## src/rtl/frame_deser_pkg.sv

```systemverilog
// -----------------------------------------------------------------------------
// frame_deser_pkg
// Shared definitions for the serial frame deserializer: FSM state type,
// default sync pattern / payload length, and output buffer geometry.
// -----------------------------------------------------------------------------
package frame_deser_pkg;

    typedef enum logic {
        HUNT = 1'b0,
        DATA = 1'b1
    } state_t;

    localparam logic [7:0]  DEF_SYNC_WORD   = 8'hA5;
    localparam int unsigned DEF_FRAME_BYTES = 4;

    // Output buffer: 2 entries of {last, data[7:0]}
    localparam int unsigned FIFO_DEPTH = 2;
    localparam int unsigned FIFO_WIDTH = 9;

endpackage

```

## src/rtl/frame_deser_fifo2.sv

```systemverilog
// -----------------------------------------------------------------------------
// fifo2
// Two-entry FIFO used as the deserializer output buffer.
// Ports:
//   clk, rst  : clock, asynchronous active-high reset
//   i_push    : write i_data (ignored when full unless popping in same cycle)
//   i_data    : word to write
//   i_pop     : remove head entry (ignored when empty)
//   o_data    : head entry, held stable until popped
//   o_full    : both entries occupied
//   o_empty   : no entries occupied
// -----------------------------------------------------------------------------
module fifo2
    import frame_deser_pkg::*;
#(
    parameter int unsigned WIDTH = FIFO_WIDTH
) (
    input  logic             clk,
    input  logic             rst,
    input  logic             i_push,
    input  logic [WIDTH-1:0] i_data,
    input  logic             i_pop,
    output logic [WIDTH-1:0] o_data,
    output logic             o_full,
    output logic             o_empty
);

    logic [WIDTH-1:0] r_mem [FIFO_DEPTH];
    logic             r_rd_ptr;
    logic             r_wr_ptr;
    logic [1:0]       r_count;

    logic w_do_pop;
    logic w_do_push;

    assign o_full  = (r_count == 2'(FIFO_DEPTH));
    assign o_empty = (r_count == '0);
    assign o_data  = r_mem[r_rd_ptr];

    assign w_do_pop  = i_pop && !o_empty;
    // When full, a simultaneous pop frees the slot the write pointer targets.
    assign w_do_push = i_push && (!o_full || w_do_pop);

    always_ff @(posedge clk or posedge rst) begin
        if (rst) begin
            for (int unsigned i = 0; i < FIFO_DEPTH; i++) begin
                r_mem[i] <= '0;
            end
            r_rd_ptr <= 1'b0;
            r_wr_ptr <= 1'b0;
            r_count  <= '0;
        end else begin
            if (w_do_push) begin
                r_mem[r_wr_ptr] <= i_data;
                r_wr_ptr        <= ~r_wr_ptr;
            end
            if (w_do_pop) begin
                r_rd_ptr <= ~r_rd_ptr;
            end
            case ({w_do_push, w_do_pop})
                2'b10:   r_count <= r_count + 2'd1;
                2'b01:   r_count <= r_count - 2'd1;
                default: r_count <= r_count;
            endcase
        end
    end

endmodule

```

## src/rtl/frame_deser.sv

```systemverilog
// -----------------------------------------------------------------------------
// frame_deser
// Serial frame deserializer: hunts for SYNC_WORD in an MSB-first bit stream,
// then assembles FRAME_BYTES payload bytes and queues them in a 2-entry
// output buffer with a last-byte marker.
// Ports:
//   clk, rst    : clock, asynchronous active-high reset
//   i_bit       : serial data, MSB first
//   i_bit_en    : qualifies i_bit
//   o_data      : head-of-buffer payload byte
//   o_last      : o_data is the final byte of its frame
//   o_valid     : o_data/o_last valid
//   i_ready     : consumer accepts the head byte
//   o_in_frame  : FSM is in DATA state
//   o_overflow  : sticky, a byte was dropped because the buffer was full
//   i_clr_ovf   : clears o_overflow (a coincident drop wins)
// -----------------------------------------------------------------------------
module frame_deser
    import frame_deser_pkg::*;
#(
    parameter logic [7:0]  SYNC_WORD   = DEF_SYNC_WORD,
    parameter int unsigned FRAME_BYTES = DEF_FRAME_BYTES
) (
    input  logic       clk,
    input  logic       rst,
    input  logic       i_bit,
    input  logic       i_bit_en,
    output logic [7:0] o_data,
    output logic       o_last,
    output logic       o_valid,
    input  logic       i_ready,
    output logic       o_in_frame,
    output logic       o_overflow,
    input  logic       i_clr_ovf
);

    state_t     r_state;
    logic [7:0] r_window;
    logic [6:0] r_asm;       // only the 7 most recent bits are needed to form a byte
    logic [2:0] r_bit_cnt;
    logic [7:0] r_byte_cnt;
    logic       r_overflow;

    logic [7:0] w_window_next;
    logic       w_byte_done;
    logic       w_last;
    logic [8:0] w_push_word;
    logic [8:0] w_fifo_q;
    logic       w_full;
    logic       w_empty;
    logic       w_pop;
    logic       w_drop;

    assign w_window_next = {r_window[6:0], i_bit};
    assign w_byte_done   = (r_state == DATA) && i_bit_en && (r_bit_cnt == 3'd7);
    assign w_last        = (r_byte_cnt == 8'(FRAME_BYTES - 1));
    assign w_push_word   = {w_last, r_asm, i_bit};
    assign w_pop         = !w_empty && i_ready;
    assign w_drop        = w_byte_done && w_full && !w_pop;

    fifo2 #(
        .WIDTH (FIFO_WIDTH)
    ) u_fifo (
        .clk     (clk),
        .rst     (rst),
        .i_push  (w_byte_done),
        .i_data  (w_push_word),
        .i_pop   (w_pop),
        .o_data  (w_fifo_q),
        .o_full  (w_full),
        .o_empty (w_empty)
    );

    always_ff @(posedge clk or posedge rst) begin
        if (rst) begin
            r_state    <= HUNT;
            r_window   <= '0;
            r_asm      <= '0;
            r_bit_cnt  <= '0;
            r_byte_cnt <= '0;
            r_overflow <= 1'b0;
        end else begin
            // Set has priority over clear.
            if (w_drop) begin
                r_overflow <= 1'b1;
            end else if (i_clr_ovf) begin
                r_overflow <= 1'b0;
            end

            if (i_bit_en) begin
                case (r_state)
                    HUNT: begin
                        r_window <= w_window_next;
                        if (w_window_next == SYNC_WORD) begin
                            r_state    <= DATA;
                            r_bit_cnt  <= '0;
                            r_byte_cnt <= '0;
                        end
                    end
                    DATA: begin
                        r_asm <= {r_asm[5:0], i_bit};
                        if (r_bit_cnt == 3'd7) begin
                            // Byte count advances even if the byte was dropped.
                            r_bit_cnt  <= '0;
                            r_byte_cnt <= r_byte_cnt + 8'd1;
                            if (w_last) begin
                                r_state    <= HUNT;
                                r_window   <= '0;
                                r_byte_cnt <= '0;
                            end
                        end else begin
                            r_bit_cnt <= r_bit_cnt + 3'd1;
                        end
                    end
                    default: r_state <= HUNT;
                endcase
            end
        end
    end

    assign o_valid    = !w_empty;
    assign o_data     = w_fifo_q[7:0];
    assign o_last     = w_fifo_q[8];
    assign o_in_frame = (r_state == DATA);
    assign o_overflow = r_overflow;

endmodule

```

## config.mk

```make
export PLATFORM = sky130hd
export DESIGN_NAME = frame_deser
export DESIGN_NICKNAME = d
export VERILOG_FILES = /design/src/rtl/frame_deser_pkg.sv /design/src/rtl/frame_deser_fifo2.sv /design/src/rtl/frame_deser.sv
export SDC_FILE = /design/constraint.sdc
export NUM_CORES = 1
export LEC_CHECK = 0
export CAP_MARGIN = 30
export CELL_PAD_IN_SITES_DETAIL_PLACEMENT = 1
export CELL_PAD_IN_SITES_GLOBAL_PLACEMENT = 1
export CORE_MARGIN = 5
export CORE_UTILIZATION = 42
export CTS_CLUSTER_SIZE = 30
export DETAILED_ROUTE_END_ITERATION = 10
export PLACE_DENSITY = 0.73
export RECOVER_POWER = 50
export REMOVE_ABC_BUFFERS = 1
export SYNTH_ARGS = -nofsm -noshare
export SYNTH_HDL_FRONTEND = slang
export SYNTH_SLANG_ARGS = --single-unit
export TNS_END_PERCENT = 100
```

## constraint.sdc

```tcl
create_clock -name clk -period 2.1 [get_ports clk]
set_clock_uncertainty 0.1 [all_clocks]
set_input_delay 0.315 -clock clk [delete_from_list [all_inputs] [get_ports clk]]
set_output_delay 0.315 -clock clk [all_outputs]
set_load 0.005 [all_outputs]
```

==> results.txt <==
- The first global-routing pass estimated between 8000 and 9000 microns of wire.
- Vias after detailed routing: 1,461
* Final critical-path share of the clock period: 97.8%
- Number of inserted diodes: 0
- In this run the tightest slew margin relative to its limit is 19.7%.
* Largest cells by area after synthesis: sky130_fd_sc_hd__dfrtp_1 56%, sky130_fd_sc_hd__mux2_2 12%, sky130_fd_sc_hd__mux2_1 5.1%
* Max capacitance violation total: 0
* Total of buffers placed on input and output ports: 17
- The startpoint identified for the worst register-to-register timing path is r_byte_cnt[0].
- Final routed wirelength across all metal layers: a little under 5000 microns
* Startpoint of the lowest-slack hold path: u_fifo.r_mem[8]
- The signal on the critical path passes through clkbuf_4, mux2_2, clkdlybuf4s50_1.
* Reg2Reg Setup Slack: approximately 0.10 ns
* Placement Rows: 26
- Maximum vdd ir drop: 0.000379 V
- Number of nets at the end of the flow: 210
- In the synthesized netlist, the cells that appear most often are 49 x sky130_fd_sc_hd__dfrtp_1, 24 x sky130_fd_sc_hd__mux2_2, 10 x sky130_fd_sc_hd__mux2_1, 8 x sky130_fd_sc_hd__nor2_1.
- After synthesis, the largest area contributor takes up a little under three fifths of total cell area.
* Max Transition Viols Final: 0
- Post-route worst setup slack: approximately 0.046 ns
- Synthesis inferred 49 register bits.
- The detailed router finished its first iteration with between 60 and 70 violations.
- Worst-case hold path end point: u_fifo.r_mem[8]
* Final Hold Violating Endpoints: 0
- Vias in the first global route: 1,597
* Number of H-tree levels: 2
- I/O pin total: 18
- Combined area of all synthesized cells: between 0.002 and 0.0025 sq mm
- STA classifies the critical path endpoint as a primary output.
* Count of warnings emitted by yosys: 0
- Clock period minus worst slack: ~2 ns
* Slowest CP cell: sky130_fd_sc_hd__clkdlybuf4s50_1
- The floorplan step set the die height to 82.3 microns.
* DRC viols: 0
- Number of inserted filler cells in the final layout: 534
- The cell sitting at the root of the clock tree is a sky130_fd_sc_hd__clkbuf_8.
* Worst min-delay path class: register to register
- Number of clock buffers inserted by TritonCTS: 5
- The tree built by TritonCTS fans out to between 40 and 50 sinks.
- Buffers & Inverters on Critical Path: 2
* Worst-Skew Late Latency: around 0.30 ns
- Highest fanout seen on the critical path: 5
- Detail-routed net length per standard cell: ~18 microns
- Antenna violations before repair: 0
* Distinct cells, synth: 37
- Global-route total usage across every layer: 16.4%
- Maximum number of pins on one net before global-route repair: 50
- Dividing total power by cell area gives a power density of a little under 800 mW/mm^2.
- Layout cell share with drive strength beyond 1: between 20 and 30%
- Worst Reg2Reg Path Length in Cells: 6
* Vias per cell: between 5 and 6
- Startpoint types: register
- Fraction of the yosys area taken by sequential cells: a little under three fifths
* Top_reg_cell synth: sky130_fd_sc_hd__dfrtp_1
- Count of TritonRoute iterations in the first routing pass: 4
- Gate Count Post-Synth: 169
- Upper clock frequency limit: just under 0.5 GHz
- Pre-CTS setup slack: -0.0240 ns
* Worst-margin pin slew: around 1.2 ns
* Library cell occupying the most area in the post-synthesis netlist: sky130_fd_sc_hd__dfrtp_1
- Remaining global-route overflow: 0
- RR Endpoint: r_window[2]
- Gate family responsible for the most delay along the worst path: buffers and inverters
* Share of synthesized flip-flops with an asynchronous set or reset: between 90% and 100%
- The HPWL after detailed placement is about 3400 microns.
* Starting density of the core: between 40% and 50%
* Leak pwr: 1.26 nW
- Number of flops mapped to enable cells by yosys: 0
* Category of the most critical setup path: register to primary output
- Longest Clk Path Bufs: 2
* Worst path required time: approximately 1.7 ns
- Average size of a mapped cell: about 13 sq um
* Placer's final routability congestion estimate: 0.733
- Die Area: between 0.006 and 0.007 sq mm
- Cell with the most instances after synthesis: sky130_fd_sc_hd__dfrtp_1
* Clock transition at the register clock pins on the worst setup and hold paths after CTS: roughly 0.080 ns
* Data arrival at the endpoint of the critical path: around 1.6 ns
* WHS Path Cells: 1
* Delay of the slowest cell on the worst path: roughly 0.45 ns
* Final ANT Viol Nets: 0
- The total area inside the core boundary comes to between 0.005 and 0.006 sq mm.
* Outcome: complete, no violations
- Setup violations remaining at the end of the flow were counted as 0.
- Area delta synth->final: 20.3%
* Overall power consumption: approximately 0.0021 W
- Horiz. Die Dim: a little over 80 microns
- Clock tree from TritonCTS: yes
-- per-layer routing --
| layer | up-vias | track usage [%] | part of all wire [%] |
|---|---|---|---|
| met5 | - | 0 | 0 |
| met4 | 0 | 6.64 | 2.3 |
| met3 | 11 | 4.01 | 2.5 |
| met2 | 25 | 28.8 | 54 |
| met1 | 752 | 19.0 | 42 |
| li1 | 673 | - | - |
-- sequential cells by signal, indices dropped and copies added (netlist names), 2 cells and up --
signal,cells
r_bit_cnt,3
u_fifo.r_mem,18
r_byte_cnt,8
r_asm,7
u_fifo.r_count,2
r_window,7
-- metrics by stage --
| step | instances | instance area (sq um) | TNS (ns) | util [%] | hold slack, ns |
|---|---|---|---|---|---|
| floorplan | 164 | 2170 | 0 | - | 0.324 |
| global placement | 261 | 2540 | 0 | 49.7 | 0.361 |
| detailed placement | 261 | 2540 | -0.0240 | 49.7 | 0.381 |
| CTS | 269 | 2640 | 0 | 51.7 | 0.265 |
| global route | 271 | 2640 | -0.0231 | 51.8 | 0.424 |
| finish | 271 | 2640 | 0 | 51.8 | 0.396 |
-- cell usage in the layout (no fill, tap or decap), types with 2 or more instances in the layout --
master / n
sky130_fd_sc_hd__a32o_1: 2
sky130_fd_sc_hd__inv_1: 6
sky130_fd_sc_hd__buf_4: 8
sky130_fd_sc_hd__dfrtp_1: 48
sky130_fd_sc_hd__a22o_1: 7
sky130_fd_sc_hd__o21ai_1: 3
sky130_fd_sc_hd__xor2_1: 2
sky130_fd_sc_hd__xnor2_1: 3
sky130_fd_sc_hd__clkdlybuf4s50_1: 16
sky130_fd_sc_hd__mux2_2: 24
sky130_fd_sc_hd__nor4_1: 2
sky130_fd_sc_hd__buf_12: 2
sky130_fd_sc_hd__ha_1: 4
sky130_fd_sc_hd__nand4bb_1: 2
sky130_fd_sc_hd__clkbuf_8: 7
sky130_fd_sc_hd__nor3_1: 4
sky130_fd_sc_hd__nand3_1: 6
sky130_fd_sc_hd__a31oi_1: 4
sky130_fd_sc_hd__nor2_1: 8
sky130_fd_sc_hd__nand2_1: 6
sky130_fd_sc_hd__o21ai_0: 4
sky130_fd_sc_hd__mux2_1: 10
-- final cells by class --
type	instances	area, sq um	area share (%)
Timing Repair Buffer	29	283	10.7
Tap cell	70	87.6	3.31
Multi-Input combinational cell	108	918	34.7
Clock inverter	1	5.00	0.189
Inverter	7	26.3	0.994
Clock buffer	7	96.3	3.64
Sequential cell	49	1230	46.4
-- repair_timing --
action	CTS	global route
buffers inserted	0	2
gates resized for setup	1	2
endpoints found under the setup margin	9	17
hold buffers	0	0
-- cells by family (layout without fill, tap and decap cells) --
logic type	Yosys count	count (layout)	share of synthesized area (%)
AND/OR/NAND/NOR	38	38	10.4
XOR/XNOR	5	5	1.99
buffers and inverters	12	44	2.56
adder cells (fa/ha/maj)	4	4	2.28
multiplexers	35	35	17.9
flip-flops	49	49	55.8
AO/OA/AOI/OAI	26	26	9.11
-- worst max-delay path by stage --
stage | startpoint | to | slack [ns] | depth (start not counted)
finish | u_fifo.r_rd_ptr | o_data[7] | 0.05 | 3
global route | u_fifo.r_rd_ptr | o_data[6] | -0.01 | 3
CTS | u_fifo.r_rd_ptr | o_data[4] | 0.01 | 2
detailed placement | i_ready | u_fifo.r_count[1] | -0.02 | 6
floorplan | r_bit_cnt[0] | u_fifo.r_mem[0] | 0.21 | 5
global placement | i_ready | u_fifo.r_count[1] | 0.03 | 6
-- report_power, final --
group	switching [W]	internal, W
registers	0.0000839	0.00103
logic	0.000162	0.000184
clock network	0.000315	0.000298
Power figures use the tool's default switching activity.
